## src/rtl/mips_pkg.sv

```systemverilog
// Shared MIPS datapath definitions used by the multi-cycle divider.
// Holds the divider state encoding and its fixed start-to-done latency.
package mips_pkg;

  localparam int DIV_CYCLES = 34;

  typedef enum logic [1:0] {
    IDLE = 2'd0,
    CALC = 2'd1,
    SIGN = 2'd2
  } div_state_t;

endpackage

```

## src/rtl/add.sv

```systemverilog
// Ripple-style adder with carry in/out.
// The divider uses it as a subtractor by passing an inverted operand and cin=1.
module add #(
  parameter int WIDTH = 32
) (
  input  logic [WIDTH-1:0] a,
  input  logic [WIDTH-1:0] b,
  input  logic             cin,
  output logic [WIDTH-1:0] sum,
  output logic             cout
);

  assign {cout, sum} = {1'b0, a} + {1'b0, b} + {{WIDTH{1'b0}}, cin};

endmodule

```

## src/rtl/div_seq.sv

```systemverilog
// Multi-cycle 32-bit restoring divider for MIPS DIV/DIVU.
// Quotient feeds LO, remainder feeds HI; busy stalls the pipeline while dividing.
module div_seq
  import mips_pkg::*;
#(
  parameter int WIDTH = 32,
  parameter int CNT_W = 6
) (
  input  logic             clk,
  input  logic             rst_n,
  input  logic             start,
  input  logic             is_signed,
  input  logic [WIDTH-1:0] dividend,
  input  logic [WIDTH-1:0] divisor,
  output logic             busy,
  output logic             done,
  output logic             div_by_zero,
  output logic [WIDTH-1:0] quotient,
  output logic [WIDTH-1:0] remainder
);

  localparam logic [CNT_W-1:0] LAST_ITER = CNT_W'(WIDTH - 1);

  function automatic logic [WIDTH-1:0] neg(input logic [WIDTH-1:0] x);
    return '0 - x;
  endfunction

  div_state_t       state;
  logic [WIDTH-1:0] p;
  logic [WIDTH-1:0] q;
  logic [WIDTH-1:0] d;
  logic             qsign;
  logic             rsign;
  logic             div0;
  logic [CNT_W-1:0] cnt;

  logic [WIDTH:0]   p_sh;
  logic [WIDTH-1:0] t;
  logic             cout;
  logic             ge;

  // The partial remainder is always < D after a step, so its top bit only
  // exists transiently in the shifted value p_sh and need not be stored.
  assign p_sh = {p, q[WIDTH-1]};

  add #(.WIDTH(WIDTH)) u_add (
    .a    (p_sh[WIDTH-1:0]),
    .b    (~d),
    .cin  (1'b1),
    .sum  (t),
    .cout (cout)
  );

  assign ge = p_sh[WIDTH] | cout;

  always_ff @(posedge clk) begin
    if (!rst_n) begin
      state       <= IDLE;
      p           <= '0;
      q           <= '0;
      d           <= '0;
      qsign       <= 1'b0;
      rsign       <= 1'b0;
      div0        <= 1'b0;
      cnt         <= '0;
      busy        <= 1'b0;
      done        <= 1'b0;
      div_by_zero <= 1'b0;
      quotient    <= '0;
      remainder   <= '0;
    end else begin
      done        <= 1'b0;
      div_by_zero <= 1'b0;
      case (state)
        IDLE: begin
          if (start) begin
            q     <= (is_signed && dividend[WIDTH-1]) ? neg(dividend) : dividend;
            d     <= (is_signed && divisor[WIDTH-1])  ? neg(divisor)  : divisor;
            qsign <= is_signed & (dividend[WIDTH-1] ^ divisor[WIDTH-1]);
            rsign <= is_signed & dividend[WIDTH-1];
            div0  <= (divisor == '0);
            p     <= '0;
            cnt   <= '0;
            busy  <= 1'b1;
            state <= CALC;
          end
        end
        CALC: begin
          q   <= {q[WIDTH-2:0], ge};
          p   <= ge ? t : p_sh[WIDTH-1:0];
          cnt <= cnt + 1'b1;
          if (cnt == LAST_ITER) state <= SIGN;
        end
        SIGN: begin
          // A zero divisor leaves P = |dividend|, so the rsign fix restores the raw dividend
          quotient    <= div0 ? '1 : (qsign ? neg(q) : q);
          remainder   <= rsign ? neg(p) : p;
          done        <= 1'b1;
          div_by_zero <= div0;
          busy        <= 1'b0;
          state       <= IDLE;
        end
        default: state <= IDLE;
      endcase
    end
  end

endmodule

```

## config.mk

```make
export PLATFORM = sky130hd
export DESIGN_NAME = div_seq
export DESIGN_NICKNAME = d
export VERILOG_FILES = /design/src/rtl/mips_pkg.sv /design/src/rtl/add.sv /design/src/rtl/div_seq.sv
export SDC_FILE = /design/constraint.sdc
export NUM_CORES = 1
export LEC_CHECK = 0
export BUFFER_PORTS_ARGS = -buffer_cell sky130_fd_sc_hd__buf_2
export CAP_MARGIN = 5
export CORE_MARGIN = 2
export CORE_UTILIZATION = 43
export DETAILED_ROUTE_END_ITERATION = 6
export HOLD_SLACK_MARGIN = 0.1
export SYNTH_ARGS = -nofsm -noshare
export SYNTH_HDL_FRONTEND = slang
export SYNTH_HIERARCHICAL = 1
export SYNTH_SLANG_ARGS = --single-unit
```

## constraint.sdc

```tcl
create_clock -name clk -period 11.4 [get_ports clk]
set_clock_uncertainty 0.05 [all_clocks]
set_input_delay 0.57 -clock clk [delete_from_list [all_inputs] [get_ports clk]]
set_output_delay 0.57 -clock clk [all_outputs]
set_load 0.005 [all_outputs]
```

==> metrics <==
Fillers=2632; Int Power=1.702 mW; Synth warnings=6; hold path depth=2; first-pass GRT wire length=54.73 mm; Syn Area/Cell=7.642 um^2; hold_sp=divisor[30]; io pins=135; Area after DPL=0.01212 mm^2; clock group share of total power=0.194; max_cap viols=0; clock sinks=174; Unique masters post-synth=88; FF-to-FF End=p[14]; Min-Delay Path Class=input port to register; Die Area=0.02764 mm^2; Via density=5.885; antenna cells=0; ys flop type=dfxtp_1; Final Instance Area=0.01273 mm^2; status=finished, violations left; Worst-Margin Slew=1.104 ns; part of the Yosys area used for sequential elements=0.3078; Final setup viols=0; Worst Hold End=div0; routing usage on met2=0.3516; P_leak=5.040 nW; RSZ-0062 raised after global routing=no; overall routing resource usage=0.2397; Final Max Tran Viols=0; synth-to-layout area growth=12.50%; grt met1 use=0.3742; fin crit period=3.980 ns; period utilization=0.3491; crit path DAT=4.23 ns; failing checks=design-rule violations; R2R Setup Slk=7.42 ns; core footprint=0.02598 mm^2; IO Port Bufs=134; Initial Util=0.4356; initial antenna violation count=0; Seq cells post-synth=174; Post-Syn Nets=1587; Die Ht=166.2 um; critical path endpoint category=register; final design utilization=0.4900; Fin. Hold Viols=0; DRC Markers=1; clock-pin slew of the registers on the worst-case setup and hold paths=0.07 ns; Sw Ratio=0.4721; GPL Wtd Cong=0.9082; mapped cell area=0.01132 mm^2; Post-Syn Instances=1481; Cell Rows=59; H-tree levels=4; largest net degree at the start of global routing=75; switching pwr=1.522 mW; Reg power frac=0.247; combinational power share=0.559; Longest Clk Path Bufs=2; # Post-CTS Setup Buffers=0; vias in the first global route=10096; total CTS buffers=17; Crit Path Class=register to register; CTS tree=done; Peak VDD IR=0.0001376 V; Post-synth EDFFs=0; DRT Pass-1 Iters=7; Async S/R FF share, synth=0; DR WL/cell=17.81 um; CP startpoint kind=register; Die Wd=166.2 um; CP max FO=32; busiest grt layer=met1; hold_buf cts=0; met3 Resource Use GR=0.03122; Final TNS setup=0 ns; WP data required=11.65 ns; Detail Placement HPWL=24.18 mm; worst-skew pair later-pin latency=0.44 ns; Pwr Density=253.1 mW/mm^2; worst r2r path cells=14; cts repair resizes=0; layout cell share with drive strength beyond 1=0.1393; Peak Freq=251.3 MHz; final wirelength=33.72 mm; nets=1651; Hold Slack=0.3245 ns; Iter 0 DRT Violations=891; total gr overflow=0; reg2reg start=q[31]; Slew Limit Headroom=0.2620; CTS root buffer=clkbuf_16; via count=11141; ANT nets after route=0; Pwr Total=3.223 mW
-- worst max-delay path: stages, from the launching register on --
cell and delay (ns):
dfxtp_1 0.36, fa_1 0.50, fa_1 0.44, a21oi_1 0.22, o32ai_1 0.15, o211ai_2 0.32, a21o_1 0.23, o21ai_2 0.10
a21o_1 0.20, a211o_1 0.29, or2_2 0.55, nand2_1 0.17, a21oi_1 0.07, a21oi_1 0.13, nor2_1 0.06
-- routing by layer --
metal | vias to the layer above | part of all wire | wire length [um]
met3 | 20 | 0.060 | 2020
met2 | 345 | 0.42 | 14110
met5 | - | 0 | 0
met1 | 5239 | 0.51 | 17330
li1 | 5537 | - | -
met4 | 0 | 0.0077 | 260
-- stage by stage --
step	cells	setup slack, ns
detailed placement	1861	7.480
floorplan	1481	7.836
finish	1893	7.420
global route	1893	7.073
CTS	1893	7.435
global placement	1861	7.524
-- cells by family (layout without fill, tap and decap cells) --
family,after synthesis,after routing,synth area share
AOI/OAI and AO/OA,492,492,0.2774
muxes,12,12,0.01083
DFF,174,174,0.3078
and+or+nand+nor,484,484,0.2109
buffers and inverters,159,236,0.05582
other,1,1,0.0003313
adders and majority gates,38,38,0.04333
xor gates and xnor gates,121,121,0.09363
-- layout by cell type (no fill, tap or decap), drive strengths merged, types with 8 or more instances in the layout --
cell type / synthesis / layout
o21ai: 107 / 107
o41ai: 25 / 25
a222oi: 10 / 10
a31oi: 11 / 11
dfxtp: 174 / 174
a211oi: 22 / 22
nor3: 44 / 44
nand3: 29 / 29
a22oi: 21 / 21
and3: 8 / 8
xnor2: 32 / 32
or3: 19 / 19
mux2i: 10 / 10
or2: 8 / 8
o211ai: 15 / 15
clkbuf: 81 / 19
a21oi: 165 / 165
a21o: 13 / 13
xor2: 89 / 89
nand2: 147 / 147
or4: 19 / 19
o22ai: 22 / 22
ha: 36 / 36
nor2: 129 / 129
o31ai: 32 / 32
buf: 21 / 147
nor4: 24 / 24
nand4: 20 / 20
inv: 56 / 63
-- area by class of cell --
| class | count | area, um^2 | share of cell area |
|---|---|---|---|
| Sequential cell | 174 | 3483 | 0.2736 |
| Multi-Input combinational cell | 1148 | 7232 | 0.5679 |
| Timing Repair Buffer | 147 | 768.2 | 0.06033 |
| Inverter | 57 | 214.0 | 0.01680 |
| Tap cell | 335 | 419.2 | 0.03292 |
| Clock inverter | 13 | 173.9 | 0.01366 |
| Clock buffer | 19 | 442.9 | 0.03478 |
-- how the worst max path moves through the flow --
stage	start	end	slack, ns	depth (start not counted)
detailed placement	q[31]	p[13]	7.48	14
CTS	q[31]	p[13]	7.44	14
global placement	q[31]	p[0]	7.52	14
finish	q[31]	p[14]	7.42	14
global route	q[31]	p[25]	7.07	15
floorplan	q[31]	p[30]	7.84	16
-- sequential cells by signal, summed over array words and instances (netlist names) --
| register | count |
|---|---|
| busy | 1 |
| cnt | 6 |
| d | 32 |
| div0 | 1 |
| div_by_zero | 1 |
| done | 1 |
| p | 32 |
| q | 32 |
| qsign | 1 |
| quotient | 32 |
| remainder | 32 |
| rsign | 1 |
| state | 2 |
-- synthesized netlist by cell type (21+ instances only) --
cell type	count	area [um^2]
nand2_1	145	544.3
nand3_1	29	145.1
nor3_1	44	220.2
a211oi_1	22	165.2
xor2_1	89	779.5
o22ai_1	21	131.4
inv_1	56	210.2
nor2_1	129	484.2
o41ai_1	24	210.2
a22oi_1	21	157.7
dfxtp_1	174	3483
o21ai_0	97	485.5
xnor2_1	32	280.3
o31ai_1	32	240.2
a21oi_1	165	825.8
ha_1	36	450.4
clkbuf_1	81	304.0
-- power by group through the flow --
stage	registers, mW	logic [mW]	clock network [mW]
finish	0.798	1.80	0.624
global placement	0.806	1.76	0
detailed placement	0.808	1.76	0
floorplan	0.750	1.44	0
CTS	0.793	1.78	0.635
global route	0.809	2.00	0.658
Note: power is estimated with default switching activity, not from simulation.
